[config.mk]
export PLATFORM = sky130hd
export DESIGN_NAME = mc_ctrl_fsm
export DESIGN_NICKNAME = d
export VERILOG_FILES = /design/src/rtl/mc_ctrl_fsm.sv
export SDC_FILE = /design/constraint.sdc
export NUM_CORES = 1
export LEC_CHECK = 0
export ABC_AREA = 1
export CORE_AREA = 2 2 61 63
export CTS_CLUSTER_SIZE = 20
export DETAILED_ROUTE_END_ITERATION = 16
export DIE_AREA = 0 0 63 65
export SYNTH_ARGS = -nofsm -noshare
export SYNTH_HDL_FRONTEND = slang
export SYNTH_SLANG_ARGS = --single-unit
[constraint.sdc]
create_clock -name clk -period 1.4 [get_ports clk]
set_input_delay 0.21 -clock clk [delete_from_list [all_inputs] [get_ports clk]]
set_output_delay 0.21 -clock clk [all_outputs]
set_load 0.02 [all_outputs]
[src/rtl/mc_ctrl_fsm.sv]
// mc_ctrl_fsm: multicycle RISC-V main controller. It steps each instruction through
// FETCH/DECODE/EXECUTE/MEM/WB and drives the datapath selects and strobes for each state.
// It adds a mem_req/mem_ready handshake, a wait-state watchdog and a sticky ERROR state.
// Define MC_CTRL_LUI_EN to decode lui (0110111) through an EXECU state.
module mc_ctrl_fsm #(
  parameter int WAIT_W = 4,
  parameter int OP_W   = 7
) (
  input  logic            clk,
  input  logic            reset,
  input  logic [OP_W-1:0] op,
  input  logic            mem_ready,
  output logic            mem_req,
  output logic            PCUpdate,
  output logic            Branch,
  output logic            IRWrite,
  output logic            RegWrite,
  output logic            MemWrite,
  output logic            AdrSrc,
  output logic [1:0]      ResultSrc,
  output logic [1:0]      ALUSrcA,
  output logic [1:0]      ALUSrcB,
  output logic [1:0]      ALUOp,
  output logic [2:0]      ImmSrc,
  output logic            error
);

  localparam logic [OP_W-1:0] OP_LW  = OP_W'(7'b0000011);
  localparam logic [OP_W-1:0] OP_SW  = OP_W'(7'b0100011);
  localparam logic [OP_W-1:0] OP_R   = OP_W'(7'b0110011);
  localparam logic [OP_W-1:0] OP_I   = OP_W'(7'b0010011);
  localparam logic [OP_W-1:0] OP_BEQ = OP_W'(7'b1100011);
  localparam logic [OP_W-1:0] OP_JAL = OP_W'(7'b1101111);
`ifdef MC_CTRL_LUI_EN
  localparam logic [OP_W-1:0] OP_LUI = OP_W'(7'b0110111);
`endif

  typedef enum logic [3:0] {
    S_FETCH, S_DECODE, S_MEMADR, S_MEMREAD, S_MEMWB, S_MEMWRITE,
    S_EXECR, S_EXECI, S_ALUWB, S_BEQ, S_JAL, S_EXECU, S_ERROR
  } state_t;

  // Per-state control word; fetch marks the strobes that wait for mem_ready.
  typedef struct packed {
    logic       fetch;
    logic       mem_req;
    logic       pcupdate;
    logic       branch;
    logic       irwrite;
    logic       regwrite;
    logic       memwrite;
    logic       adrsrc;
    logic [1:0] resultsrc;
    logic [1:0] alusrca;
    logic [1:0] alusrcb;
    logic [1:0] aluop;
    logic       err;
  } ctrl_t;

  state_t            state, nxt;
  ctrl_t             ctrl_q;
  logic [WAIT_W-1:0] wcnt;
  logic              timeout;
  logic [2:0]        imm;

  function automatic ctrl_t ctrl_of(input state_t s);
    ctrl_t c;
    c = '0;
    case (s)
      S_FETCH:    begin c.fetch = 1'b1; c.mem_req = 1'b1; c.pcupdate = 1'b1; c.irwrite = 1'b1;
                        c.alusrcb = 2'b10; c.resultsrc = 2'b10; end
      S_DECODE:   begin c.alusrca = 2'b01; c.alusrcb = 2'b01; end
      S_MEMADR:   begin c.alusrca = 2'b10; c.alusrcb = 2'b01; end
      S_MEMREAD:  begin c.mem_req = 1'b1; c.adrsrc = 1'b1; end
      S_MEMWB:    begin c.resultsrc = 2'b01; c.regwrite = 1'b1; end
      S_MEMWRITE: begin c.mem_req = 1'b1; c.adrsrc = 1'b1; c.memwrite = 1'b1; end
      S_EXECR:    begin c.alusrca = 2'b10; c.aluop = 2'b10; end
      S_EXECI:    begin c.alusrca = 2'b10; c.alusrcb = 2'b01; c.aluop = 2'b10; end
      S_ALUWB:    begin c.regwrite = 1'b1; end
      S_BEQ:      begin c.alusrca = 2'b10; c.aluop = 2'b01; c.branch = 1'b1; end
      S_JAL:      begin c.alusrca = 2'b01; c.alusrcb = 2'b10; c.pcupdate = 1'b1; end
      S_EXECU:    begin c.alusrca = 2'b11; c.alusrcb = 2'b01; end
      S_ERROR:    begin c.err = 1'b1; end
      default:    c = '0;
    endcase
    return c;
  endfunction

  // A waiting access times out when the counter is saturated and memory is still not ready.
  assign timeout = (wcnt == {WAIT_W{1'b1}}) && !mem_ready;

  // Next-state selection; op is only looked at in DECODE and MEMADR.
  always_comb begin
    nxt = state;
    case (state)
      S_FETCH:    nxt = mem_ready ? S_DECODE : (timeout ? S_ERROR : S_FETCH);
      S_DECODE: begin
        if (op == OP_LW || op == OP_SW) nxt = S_MEMADR;
        else if (op == OP_R)            nxt = S_EXECR;
        else if (op == OP_I)            nxt = S_EXECI;
        else if (op == OP_BEQ)          nxt = S_BEQ;
        else if (op == OP_JAL)          nxt = S_JAL;
`ifdef MC_CTRL_LUI_EN
        else if (op == OP_LUI)          nxt = S_EXECU;
`endif
        else                            nxt = S_ERROR;
      end
      S_MEMADR:   nxt = (op == OP_LW) ? S_MEMREAD : S_MEMWRITE;
      S_MEMREAD:  nxt = mem_ready ? S_MEMWB : (timeout ? S_ERROR : S_MEMREAD);
      S_MEMWRITE: nxt = mem_ready ? S_FETCH : (timeout ? S_ERROR : S_MEMWRITE);
      S_MEMWB:    nxt = S_FETCH;
      S_EXECR:    nxt = S_ALUWB;
      S_EXECI:    nxt = S_ALUWB;
      S_EXECU:    nxt = S_ALUWB;
      S_ALUWB:    nxt = S_FETCH;
      S_BEQ:      nxt = S_FETCH;
      S_JAL:      nxt = S_ALUWB;
      S_ERROR:    nxt = S_ERROR;
      default:    nxt = S_ERROR;
    endcase
  end

  // State, registered control word and watchdog; reset abandons any instruction in flight.
  always_ff @(posedge clk) begin
    if (reset) begin
      state  <= S_FETCH;
      ctrl_q <= ctrl_of(S_FETCH);
      wcnt   <= '0;
    end else begin
      state  <= nxt;
      ctrl_q <= ctrl_of(nxt);
      if (ctrl_q.mem_req && !mem_ready) wcnt <= wcnt + WAIT_W'(1);
      else                              wcnt <= '0;
    end
  end

  // Immediate format straight from op; unknown opcodes give the I format.
  always_comb begin
    imm = 3'b000;
    case (op)
      OP_SW:   imm = 3'b001;
      OP_BEQ:  imm = 3'b010;
      OP_JAL:  imm = 3'b011;
`ifdef MC_CTRL_LUI_EN
      OP_LUI:  imm = 3'b100;
`endif
      default: imm = 3'b000;
    endcase
  end

  // Everything is forced low while reset is high; fetch strobes fire only on the ready cycle.
  assign mem_req   = ~reset & ctrl_q.mem_req;
  assign PCUpdate  = ~reset & ctrl_q.pcupdate & (~ctrl_q.fetch | mem_ready);
  assign IRWrite   = ~reset & ctrl_q.irwrite & mem_ready;
  assign Branch    = ~reset & ctrl_q.branch;
  assign RegWrite  = ~reset & ctrl_q.regwrite;
  assign MemWrite  = ~reset & ctrl_q.memwrite;
  assign AdrSrc    = ~reset & ctrl_q.adrsrc;
  assign ResultSrc = ctrl_q.resultsrc & {2{~reset}};
  assign ALUSrcA   = ctrl_q.alusrca & {2{~reset}};
  assign ALUSrcB   = ctrl_q.alusrcb & {2{~reset}};
  assign ALUOp     = ctrl_q.aluop & {2{~reset}};
  assign ImmSrc    = imm & {3{~reset}};
  assign error     = ~reset & ctrl_q.err;

endmodule

### After elaboration in Yosys (flattened, before gate mapping)

Index checks and enable logic that the tools add are counted.

| cells by class | value |
|---|---|
| $add $sub $neg | 1 |
| reductions and logical operators | 17 |
| bitwise operators | 19 |
| mux-type cells | 26 |
| equality and inequality tests | 30 |

Operator list:

| cell | count |
|---|---|
| == test 4 bit, second input constant | 10 |
| two-way mux 4 bit | 9 |
| == test 4 x 3 -> 1 bit, second input constant | 8 |
| case mux 4 bit (7 select lines) | 1 |
| == test 4 x 2 -> 1 bit, second input constant | 4 |
| == test 7 x 6 -> 1 bit, second input constant | 2 |
| == test 7 bit, second input constant | 2 |
| case mux 2 bit (2 select lines) | 3 |
| case mux 2 bit (3 select lines) | 2 |
| OR reduction 2 bit | 6 |
| OR reduction 4 bit | 3 |
| bitwise AND 1 bit | 10 |
| two-way mux 3 bit | 3 |
| bitwise AND 2 bit | 4 |
| == test 4 x 1 -> 1 bit, second input constant | 2 |
| logical NOT 4 bit | 2 |
| two-way mux 1 bit | 8 |
| == test 7 x 2 -> 1 bit, second input constant | 1 |
| == test 7 x 5 -> 1 bit, second input constant | 1 |
| OR reduction 3 bit | 2 |
| adder 4 x 1 -> 4 bit, second input constant | 1 |
| bitwise AND 3 bit | 1 |
| inverter 1 bit | 3 |
| logical AND 1 bit | 2 |
| other kinds (3) | 3 |

| storage, ports and cells | value |
|---|---|
| input port bits | 10 |
| word-level logic and storage cells | 107 |
| output and inout port bits | 19 |
| register bits after elaboration | 24 |

### Logic depth before layout (Yosys ltp)

| depth | value |
|---|---|
| depth after elaboration | 10 |
| gate-level depth with buffers | 14 |
| depth with buffers taken out | 14 |

### Worst setup path before layout

OpenSTA, ideal clock, no wires.

| timing | value |
|---|---|
| kind | register to register |
| from | register wcnt[0] |
| to | register ctrl_q[6] (netlist bit) |
| setup time | 115 ps |
| data required time | 1285 ps |
| setup slack | -65 ps |
| stages on the path, launching flop included | 14 |
| buffers on the path | 0 |
| clock period less this slack | 1465 ps |
| arrival time | 1350 ps |
| cells stage by stage | dfxtp_1 -> ha_1 -> nand3_1 -> nor2_1 -> nand2_1 -> nand3_1 -> nor2_2 -> nand2_2 -> nand2_2 -> nand2_1 -> nand2_1 -> nand2_1 -> nand2_1 -> nand2_1 |

| between the ends | value |
|---|---|
| longest elaborated chain between the ends | 8 |
| elaborated cells between the ends (all ways) | 19 |
| those cells by class | eq/ne: 8; mux: 8; reduce/logical: 3 |

Ends and longest elaborated chain:

| element | line | text |
|---|---|---|
| start: declaration | 62 | `logic [WAIT_W-1:0] wcnt;` |
| start signal: assignment | 132 | `if (ctrl_q.mem_req && !mem_ready) wcnt <= wcnt + WAIT_W'(1);` |
| == test 4 bit (*) | 90 | `assign timeout = (wcnt == {WAIT_W{1'b1}}) && !mem_ready;` |
| logical AND 1 bit (*) | 90 |  |
| two-way mux 4 bit, on equally long branches (2 in series) | 110, 109, 96 |  |
| case mux 4 bit (7 select lines) (*) | 95 | `case (state)` |
| == test 4 x 3 -> 1 bit, or another cell as far along | 69 | `case (s)` |
| OR reduction 4 bit (no source line) or OR reduction 2 bit (tied branches) | -- |  |
| case mux 2 bit (3 select lines) (*) | 69 |  |
| end signal: assignment | 127 | `ctrl_q <= ctrl_of(S_FETCH);` |
| end signal: assignment | 131 | `ctrl_q <= ctrl_of(nxt);` |
| end: declaration | 61 | `ctrl_t ctrl_q;` |

Mark *: on every way between the ends. The rest lies on a longest branch, timed or not.
A chain may end at the register's enable or synchronous reset.

### Worst setup path in the final report

| timing | value |
|---|---|
| from | register wcnt[0] |
| to | register ctrl_q[3] (netlist bit) |

| between the ends | value |
|---|---|
| longest elaborated chain between the ends | 8 |
| elaborated cells between the ends (all ways) | 18 |
| those cells by class | eq/ne: 6; mux: 8; reduce/logical: 4 |

Ends and longest elaborated chain:

| element | line |
|---|---|
| == test 4 bit (*) | 90 |
| logical AND 1 bit (*) | 90 |
| two-way mux 4 bit, on equally long branches (2 in series) | 110, 109, 96 |
| case mux 4 bit (7 select lines) (*) | 95 |
| == test 4 bit, or another cell as far along | 69 |
| OR reduction 4 bit (no source line) or OR reduction 2 bit (tied branches) | -- |
| case mux 2 bit (2 select lines) (*) | 69 |

Marked as above.

==> flow_metrics.env <==
export IMPL_outcome="complete, but fails checks"
export IMPL_failed_checks="setup timing"
export IMPL_initial_core_util_pct=36.4
export IMPL_io_pins=29
export IMPL_finalHoldViolations=0
export IMPL_drive_gt1_share_pct=46.4
export IMPL_design_die_area_um2=4100
export IMPL_clock_skew_ns=0.0106
export IMPL_synth_top_area_share_pct=36.2
export IMPL_synth_edff_count=0
export IMPL_drt_initial_drc_count=31
export IMPL_grt_busiest_layer="met2"
export IMPL_diodes=0
export IMPL_synth_compound_area_share_pct=5.90
export IMPL_hold_class="in2reg"
export IMPL_synth_top_family_by_area="simple AND/OR/NAND/NOR gates"
export IMPL_yosysUniqueCellTypes=25
export IMPL_reg2reg_from="wcnt[0]$_SDFF_PP0_"
export IMPL_wl_per_cell_um=10.1
export IMPL_cellLeakagePower_nw=1.02
export IMPL_synth_simple_area_share_pct=42.7
export IMPL_synth_fa_ha_area_share_pct=0.983
export IMPL_htree_levels=1
export IMPL_final_cells=309
export IMPL_timing_rr_end="ctrl_q[3]$_SDFF_PP0_"
export IMPL_postLayoutCoreUtil_pct=57.3
export IMPL_syn_inst=198
export IMPL_synth_top_area_cell="dfxtp_1"
export IMPL_reg2regPathDepth=12
export IMPL_routabilityCongestion=0.890
export IMPL_clk_path_buf_depth=2
export IMPL_design_area_um2=2000
export IMPL_min_to="ctrl_q[2]$_SDFF_PP0_"
export IMPL_antenna_found_initial=0
export IMPL_grt_use_met1_pct=17.8
export IMPL_final_antenna_net_count=0
export IMPL_reg2reg_slack_ns=-0.11
export IMPL_die_h_um=65
export IMPL_rows=22
export IMPL_crit_required_ns=1.68
export IMPL_hold_buffers=0
export IMPL_rsz0062_at_grt="yes"
export IMPL_vias_per_cell=4.36
export IMPL_synthMuxAreaShare_pct=0
export IMPL_tns_ns=-0.912
export IMPL_dpl_cell_area_um2=1810
export IMPL_gr_total_overflow=0
export IMPL_synth_seq_cells=23
export IMPL_post_route_period_util_pct=108
export IMPL_synth_area_top_cells="dfxtp_1 (36%), nand2_1 (12%), nor2_1 (12%), inv_1 (9.4%), nand3_1 (5.9%)"
export IMPL_clkSlewWorstSetupHoldPaths_ns=0.13
export IMPL_async_reset_ff_share_pct=0
export IMPL_vias=1346
export IMPL_cts_buffers=3
export IMPL_clock_sinks=23
export IMPL_wl_um=3120
export IMPL_synthFlopType="dfxtp_1"
export IMPL_powerDensity_nw_per_um2=706
export IMPL_holdWs_ns=0.404
export IMPL_core_region_area_um2=3500
export IMPL_cts_root_buf="clkbuf_4"
export IMPL_die_w_um=63
export IMPL_drc_errors=0
export IMPL_cts_tree="yes"
export IMPL_place_hpwl_um=2240
export IMPL_crit_path_end_kind="flip-flop"
export IMPL_grt_usage_pct=16.3
export IMPL_maxSlewViolCount=0
export IMPL_drt_pass1_iter_count=4
export IMPL_syn_cell_area_um2=1270
export IMPL_period_minus_slack_ns=1.51
export IMPL_critPathKind="reg2reg"
export IMPL_io_buffer_count=27
export IMPL_min_delay_start="reset"
export IMPL_crit_arrival_ns=1.78
export IMPL_fin_nets=273
export IMPL_syn_nets=209
export IMPL_grt_max_degree=13
export IMPL_cap_violations=0
export IMPL_grt_pass1_vias=1310
export IMPL_syn_area_per_cell_um2=6.43
export IMPL_crit_path_max_fanout=5
export IMPL_min_path_cells=4
export IMPL_ys_warn_count=0
export IMPL_synth_common_cells="nand2_1 (40), nor2_1 (40), inv_1 (32)"
export IMPL_placedCellCount=297
export IMPL_grt_pass1_wl_um=5360
export IMPL_critPathLaunchType="flip-flop"
export IMPL_gr_usage_met2_pct=30.2
export IMPL_fmax_mhz=664
export IMPL_peakVddDrop_mv=0.675
export IMPL_syn2layout_area_growth_pct=57.4
export IMPL_clock_latency_ns=0.32
export IMPL_synth_xor_xnor_area_share_pct=0.688
export IMPL_setup_viol=14
export IMPL_use_met3_pct=3.99
export IMPL_setup_ws_ns=-0.105
export IMPL_yosysSeqAreaShare_pct=36.2
## worst max-delay path, stage by stage (launching register included)
cell and delay (ns):
dfxtp_2 0.35, ha_4 0.17, nand3_4 0.07, nand2_2 0.06, nand2_1 0.08, nand2_2 0.07
nor2_4 0.15, nand2_4 0.09, nor2_1 0.16, nand2_1 0.08, nand3_1 0.09, nand2_1 0.05
inv_1 0.05
## worst max-delay path by stage
| stage | start | end | slack (ns) | cells past startpoint |
|---|---|---|---|---|
| after floorplan | wcnt[0]$_SDFF_PP0_ | ctrl_q[6]$_SDFF_PP0_ | 0.006 | 12 |
| after global placement | op[1] | ImmSrc[1] | -0.55 | 6 |
| after detailed placement | op[1] | ImmSrc[1] | -0.55 | 6 |
| after CTS | wcnt[1]$_SDFF_PP0_ | ctrl_q[6]$_SDFF_PP0_ | -0.10 | 13 |
| after global routing | wcnt[0]$_SDFF_PP0_ | ctrl_q[3]$_SDFF_PP0_ | -0.24 | 12 |
| final | wcnt[0]$_SDFF_PP0_ | ctrl_q[3]$_SDFF_PP0_ | -0.11 | 12 |
## cells by family (layout without fill, tap and decap cells)
kind of cell / after synthesis / in the layout
buffers and inverters: 44 / 107
AOI/OAI and AO/OA: 10 / 10
xor gates and xnor gates: 1 / 1
other: 1 / 1
adders and majority gates: 1 / 1
and+or+nand+nor: 118 / 118
DFF: 23 / 23
## placed cells by master (no fill, tap or decap), types with 4 or more instances in the layout
cell type / n
dlygate4sd2_1: 7
nand2_1: 32
nor2_4: 9
buf_4: 34
dfxtp_1: 17
buf_6: 6
nand4_1: 4
nand2_2: 10
nand3_2: 6
inv_2: 12
nor2_2: 8
buf_2: 13
nor2_1: 31
nand3_1: 10
inv_1: 27
a21oi_1: 4
## metrics by stage
step                power, mW  setup WS [ns]
global placement         1.08         -0.555
global route             1.49         -0.238
finish                   1.41         -0.105
floorplan               0.916        0.00568
detailed placement       1.08         -0.551
CTS                      1.39         -0.103
## state kept, by name, summed over array words and instances (netlist names)
register	count
ctrl_q	15
state	4
wcnt	4
## per-layer routing
layer  vias to the layer above  share of wire [%]  wire length [um]
met5                         -                  0                 0
met4                         0                1.9                58
met3                         6                4.0               126
met2                        27                 50              1560
met1                       588                 44              1370
li1                        725                  -                 -
## layout make-up
type	count	area, um2
Fill cell	361	1490
Multi-Input combinational cell	131	795
Inverter	40	153
Sequential cell	23	475
Timing Repair Buffer	63	494
Tap cell	48	60.1
Clock buffer	4	26.3
## what timing repair did
action,in CTS,in global routing
resized for setup,118,28
buffers inserted,4,4
pin swaps,19,11
setup endpoints to repair,33,33
gates cloned,0,0
## where the power goes
| part | switching, mW | internal (mW) | leakage [nW] |
|---|---|---|---|
| Combinational | 0.224 | 0.171 | 0.815 |
| Sequential | 0.0197 | 0.690 | 0.191 |
| Clock | 0.199 | 0.112 | 0.0150 |
| Total | 0.443 | 0.972 | 1.02 |
Note: power is estimated with default switching activity, not from simulation.
==> edit 1, RTL diff (same flow settings) <==
Build with the macro `MC_CTRL_LUI_EN` defined.
--- a/src/rtl/mc_ctrl_fsm.sv
+++ b/src/rtl/mc_ctrl_fsm.sv
@@ -4,2 +4,4 @@
 // Define MC_CTRL_LUI_EN to decode lui (0110111) through an EXECU state.
+`define MC_CTRL_LUI_EN
+
 module mc_ctrl_fsm #(
Function: changed (a bounded check fails within 4 cycles, from zero or initial values and one cycle with reset high).
==> edit 1 against the unedited design <==
  * The flow still finishes with violations (setup timing)
  * Global-route usage up 0.40 points
  * Routed wire length increased by 17%
  * Synthesized cell count rose by 12%
  * Final cell count up 13%
  * Cell area rose by 20%
  * Sequential cell count unchanged
  * Area after synthesis grew 8.5%
  * Worst setup slack worse by 0.090 ns
  * Total power grew 6.6%
  * Critical path type unchanged
==> edit 1: results (changes against the unedited design) <==
metric,value,unit,change
synth_area_leaders,"dfxtp_1 (33%), nor2_1 (13%), nand2_1 (11%), inv_1 (9.8%), nand3_1 (5.4%)",,
synth_xor_area_frac,0.00635,,-0.000537
fin_tns_setup,-2.29,ns,-1.38 ns
setup_ws,-0.195,ns,-0.0902 ns
dp_hpwl,2430,um,+8.8%
max_slew_margin,0.813,,
synth.top_cells.by_count,"nor2_1 (49), nand2_1 (40), inv_1 (36)",,
synth_cell_types,26,,+4.0%
status,"finished, violations left",,
finClkSkew,0.00491,ns,-0.00569 ns
rr_startpoint,wcnt[1],,
routed_wl,3660,um,+17%
seqPwrFrac,0.471,,-0.030
dp_cells,325,,+9.4%
p_sw,0.478,mW,+8.0%
grt_use_total,0.167,,+0.00395
vias_per_cell,4.57,,+5.0%
top_regs,"ctrl_q (15), state (4), wcnt (4)",,
pwr-share-clk,0.190,,-0.030
grt_pass1_vias,1346,,+2.7%
placed_cell_area,0.00195,mm^2,+7.5%
grt_pass1_wl,5480,um,+2.2%
synthAdderAreaFrac,0.00907,,-0.000767
dpl_worst_slack,-0.630,ns,-0.0785 ns
finalNetCount,314,,+15%
cp_data_arrival_time,1.84,ns,+0.06 ns
min_from,mem_ready,,
violations,setup timing,,
path_max_fanout,3,,-2
synth-compound-area-share,0.0689,,+0.00991
syn_nets,233,,+11%
worstSkewPairLatency,0.30,ns,-0.02 ns
ys_warn_count,0,,unchanged
yosysSeqAreaShare,0.334,,-0.0282
setup_violations,18,,+4
yosys-mux-area-fraction,0,,unchanged
cts-htree-levels,1,,unchanged
synth_edf_count,0,,unchanged
drive_above_1_share,0.483,,+0.0198
cts-root-buf,clkbuf_4,,
port_buffers,28,,+3.7%
clk_path_buf_depth,2,,unchanged
antenna_found_initial,0,,unchanged
vdd_drop_max,0.294,mV,-56%
power_leader,sequential cells,,
cellLeakagePower,1.22,nW,+20%
r2r_setup_slack,-0.20,ns,-0.09 ns
syn_avg_cell_area,6.22,um^2,-3.3%
hp-class,primary input to flop,,
via_count,1601,,+19%
n_antenna_cell,0,,unchanged
worstSetupStartpointType,flop,,
intPower,1.03,mW,+6.0%
cts_made_buffers,3,,unchanged
gp_congestion,0.853,,-4.2%
drtIter0Drc,30,,-3.2%
clk_pin_slew,0.11,ns,-0.02 ns
grt_start_max_net_pins,13,,unchanged
drt_pass1_iterations,4,,unchanged
hold_slack,0.398,ns,-0.00599 ns
-- edit 1: changes by cell type after synthesis, sizes merged --
cell,delta
nor2,+12
nand2,+6
nor3,+4
a21oi,+3
inv,+3
nand4,-3
conb,-1
nand3,-1
o21ai,+1
o21bai,+1
or2,-1
-- edit 1: worst paths after layout --
check | to | cells after the start
max | ctrl_q[6] | 14
min | wcnt[1] | 5
max reg2reg | ctrl_q[6] | 14
min reg2reg | wcnt[3] | 2
-- edit 1: cells by family (layout without fill, tap and decap cells) --
family	Yosys count	count (layout)
simple gates	135	135
buf+inv	47	127
flops	23	23
compound gates	15	15
fa+ha+maj	1	1
xor+xnor	1	1
-- edit 1: what timing repair did --
action | in CTS | in global routing
buffers inserted | 13 | 8
pin swaps | 20 | 31
resized for setup | 79 | 59
setup endpoints to repair | 38 | 23
gates cloned | 1 | 0
-- edit 1: metal layers --
metal | vias up | wire, um | global-route usage | share of wire
li1 | 832 | - | - | -
met1 | 721 | 1510 | 0.192 | 0.41
met2 | 38 | 1890 | 0.303 | 0.52
met3 | 10 | 108 | 0.0191 | 0.030
met4 | 0 | 159 | 0.0917 | 0.043
met5 | - | 0 | 0 | 0
-- edit 1: critical path, stage by stage, from the launching register on --
cell	delay [ns]
dfxtp_2	0.35
ha_4	0.16
nand3_4	0.09
nand2_4	0.08
nand2_4	0.07
nand2_4	0.05
inv_1	0.06
nand2_2	0.09
nor2_4	0.14
nand3_4	0.10
inv_2	0.08
nand2_1	0.07
nand2_2	0.08
nor2_2	0.03
nor2_1	0.08
-- edit 1: layout make-up --
cell class	count	area (um^2)
Fill cell	298	1100
Multi-Input combinational cell	152	995
Timing Repair Buffer	80	676
Sequential cell	23	472
Inverter	43	170
Tap cell	48	60.1
Clock buffer	4	26.3
==> edit 2, RTL diff (same settings) <==
Made on the original files. Register the output `error`, cleared by the reset; this adds one clock of latency there. The other outputs are not delayed to match.
--- a/src/rtl/mc_ctrl_fsm.sv
+++ b/src/rtl/mc_ctrl_fsm.sv
@@ -163,3 +163,9 @@
   assign ImmSrc    = imm & {3{~reset}};
-  assign error     = ~reset & ctrl_q.err;
+  always_ff @(posedge clk) begin
+    if (reset) begin
+      error <= '0;
+    end else begin
+      error <= ~reset & ctrl_q.err;
+    end
+  end
 
Check against the original RTL: not equivalent (a bounded check fails within 4 cycles, from zero or initial values and one cycle with reset high).
==> edit 2 against the unedited design <==
  * The flow still finishes with violations (setup timing)
  * Cell area rose by 6.0%
  * Worst setup slack got worse by 0.024 ns
  * Routed wire length fell by 3.0%
  * Sequential cell count rose by 1
  * Total power rose by 3.4%
  * Area after synthesis rose by 3.0%
  * Largest cell class unchanged
  * Synthesized cell count rose by 0.51%
==> edit 2: results (changes against the unedited design) <==
metric,value,unit,change
status,"finished, violations left",,
violations,setup timing,,
setup_ws,-0.129,ns,-0.0238 ns
whs_path_depth,3,,-1
wl_met3,119,um,-5.6%
path_max_fanout,6,,+1
wl_met2,1580,um,+1.9%
power_frac_comb,0.303,,+0.024
grt_start_max_net_pins,19,,+6
finClkSkew,0.00637,ns,-0.00423 ns
use_met2,0.290,,-0.0120
via_count,1362,,+1.2%
max_stage_delay,0.41,ns,+0.06 ns
setup_violations,16,,+2
gp_congestion,0.818,,-8.1%
post_cts_buffers,2,,-2
avgRoutedWirePerCell,9.77,um,-3.0%
placed_cell_area,0.00189,mm^2,+3.9%
fin_tns_setup,-1.28,ns,-0.364 ns
routed_wl,3020,um,-3.0%
dpl_worst_slack,-0.593,ns,-0.0416 ns
synth_cells,199,,+0.51%
p_sw_frac,0.309,,-0.00382
met3_usage,0.0313,,-0.00868
reg2reg_depth,10,,-2
dp_cells,300,,+1.0%
drive_above_1_share,0.521,,+0.0575
wl_met1,1280,um,-6.6%
grt_use_met1,0.181,,+0.00271
yosysSeqAreaShare,0.366,,+0.00456
drtIter0Drc,30,,-3.2%
synth-compound-area-share,0.0496,,-0.00938
dp_hpwl,2220,um,-0.81%
synth_xor_area_frac,0,,-0.00688
vdd_drop_max,0.769,mV,+14%
synth_area_leaders,"dfxtp_1 (37%), nand2_1 (10%), nor2_1 (10%), inv_1 (8.3%), nand3_1 (5.3%)",,
grt_use_total,0.155,,-0.00872
final_cell_area,0.00212,mm^2,+6.0%
==> edit 2: changes by cell type after synthesis, moves of 2 or more <==
cell     change
nand2_1      -5
nor2_1       -5
inv_1        -3
a21oi_2      +2
inv_2        +4
nor2_2       +2
nor3_1       +4
nand2_2      +2
==> edit 2: worst paths after layout <==
path,startpoint,end,slack [ns]
worst min register to register,ctrl_q[0],error,0.41
worst max register to register,state[1],ctrl_q[6],-0.13
worst max-delay path,state[1],ctrl_q[6],-0.13
worst min-delay path,reset,ctrl_q[5],0.37
==> edit 2: worst min-delay path, stage by stage <==
cell	delay, ns
dlygate4sd2_1	0.24
buf_12	0.16
a21oi_2	0.03
==> edit 2: area by class of cell <==
| cell class | count | share of cell area |
|---|---|---|
| clock buffer | 3 | 0.0106 |
| inverter | 41 | 0.0784 |
| multi-input combinational | 130 | 0.402 |
| sequential | 24 | 0.232 |
| tap | 48 | 0.0283 |
| timing repair buffer | 63 | 0.249 |
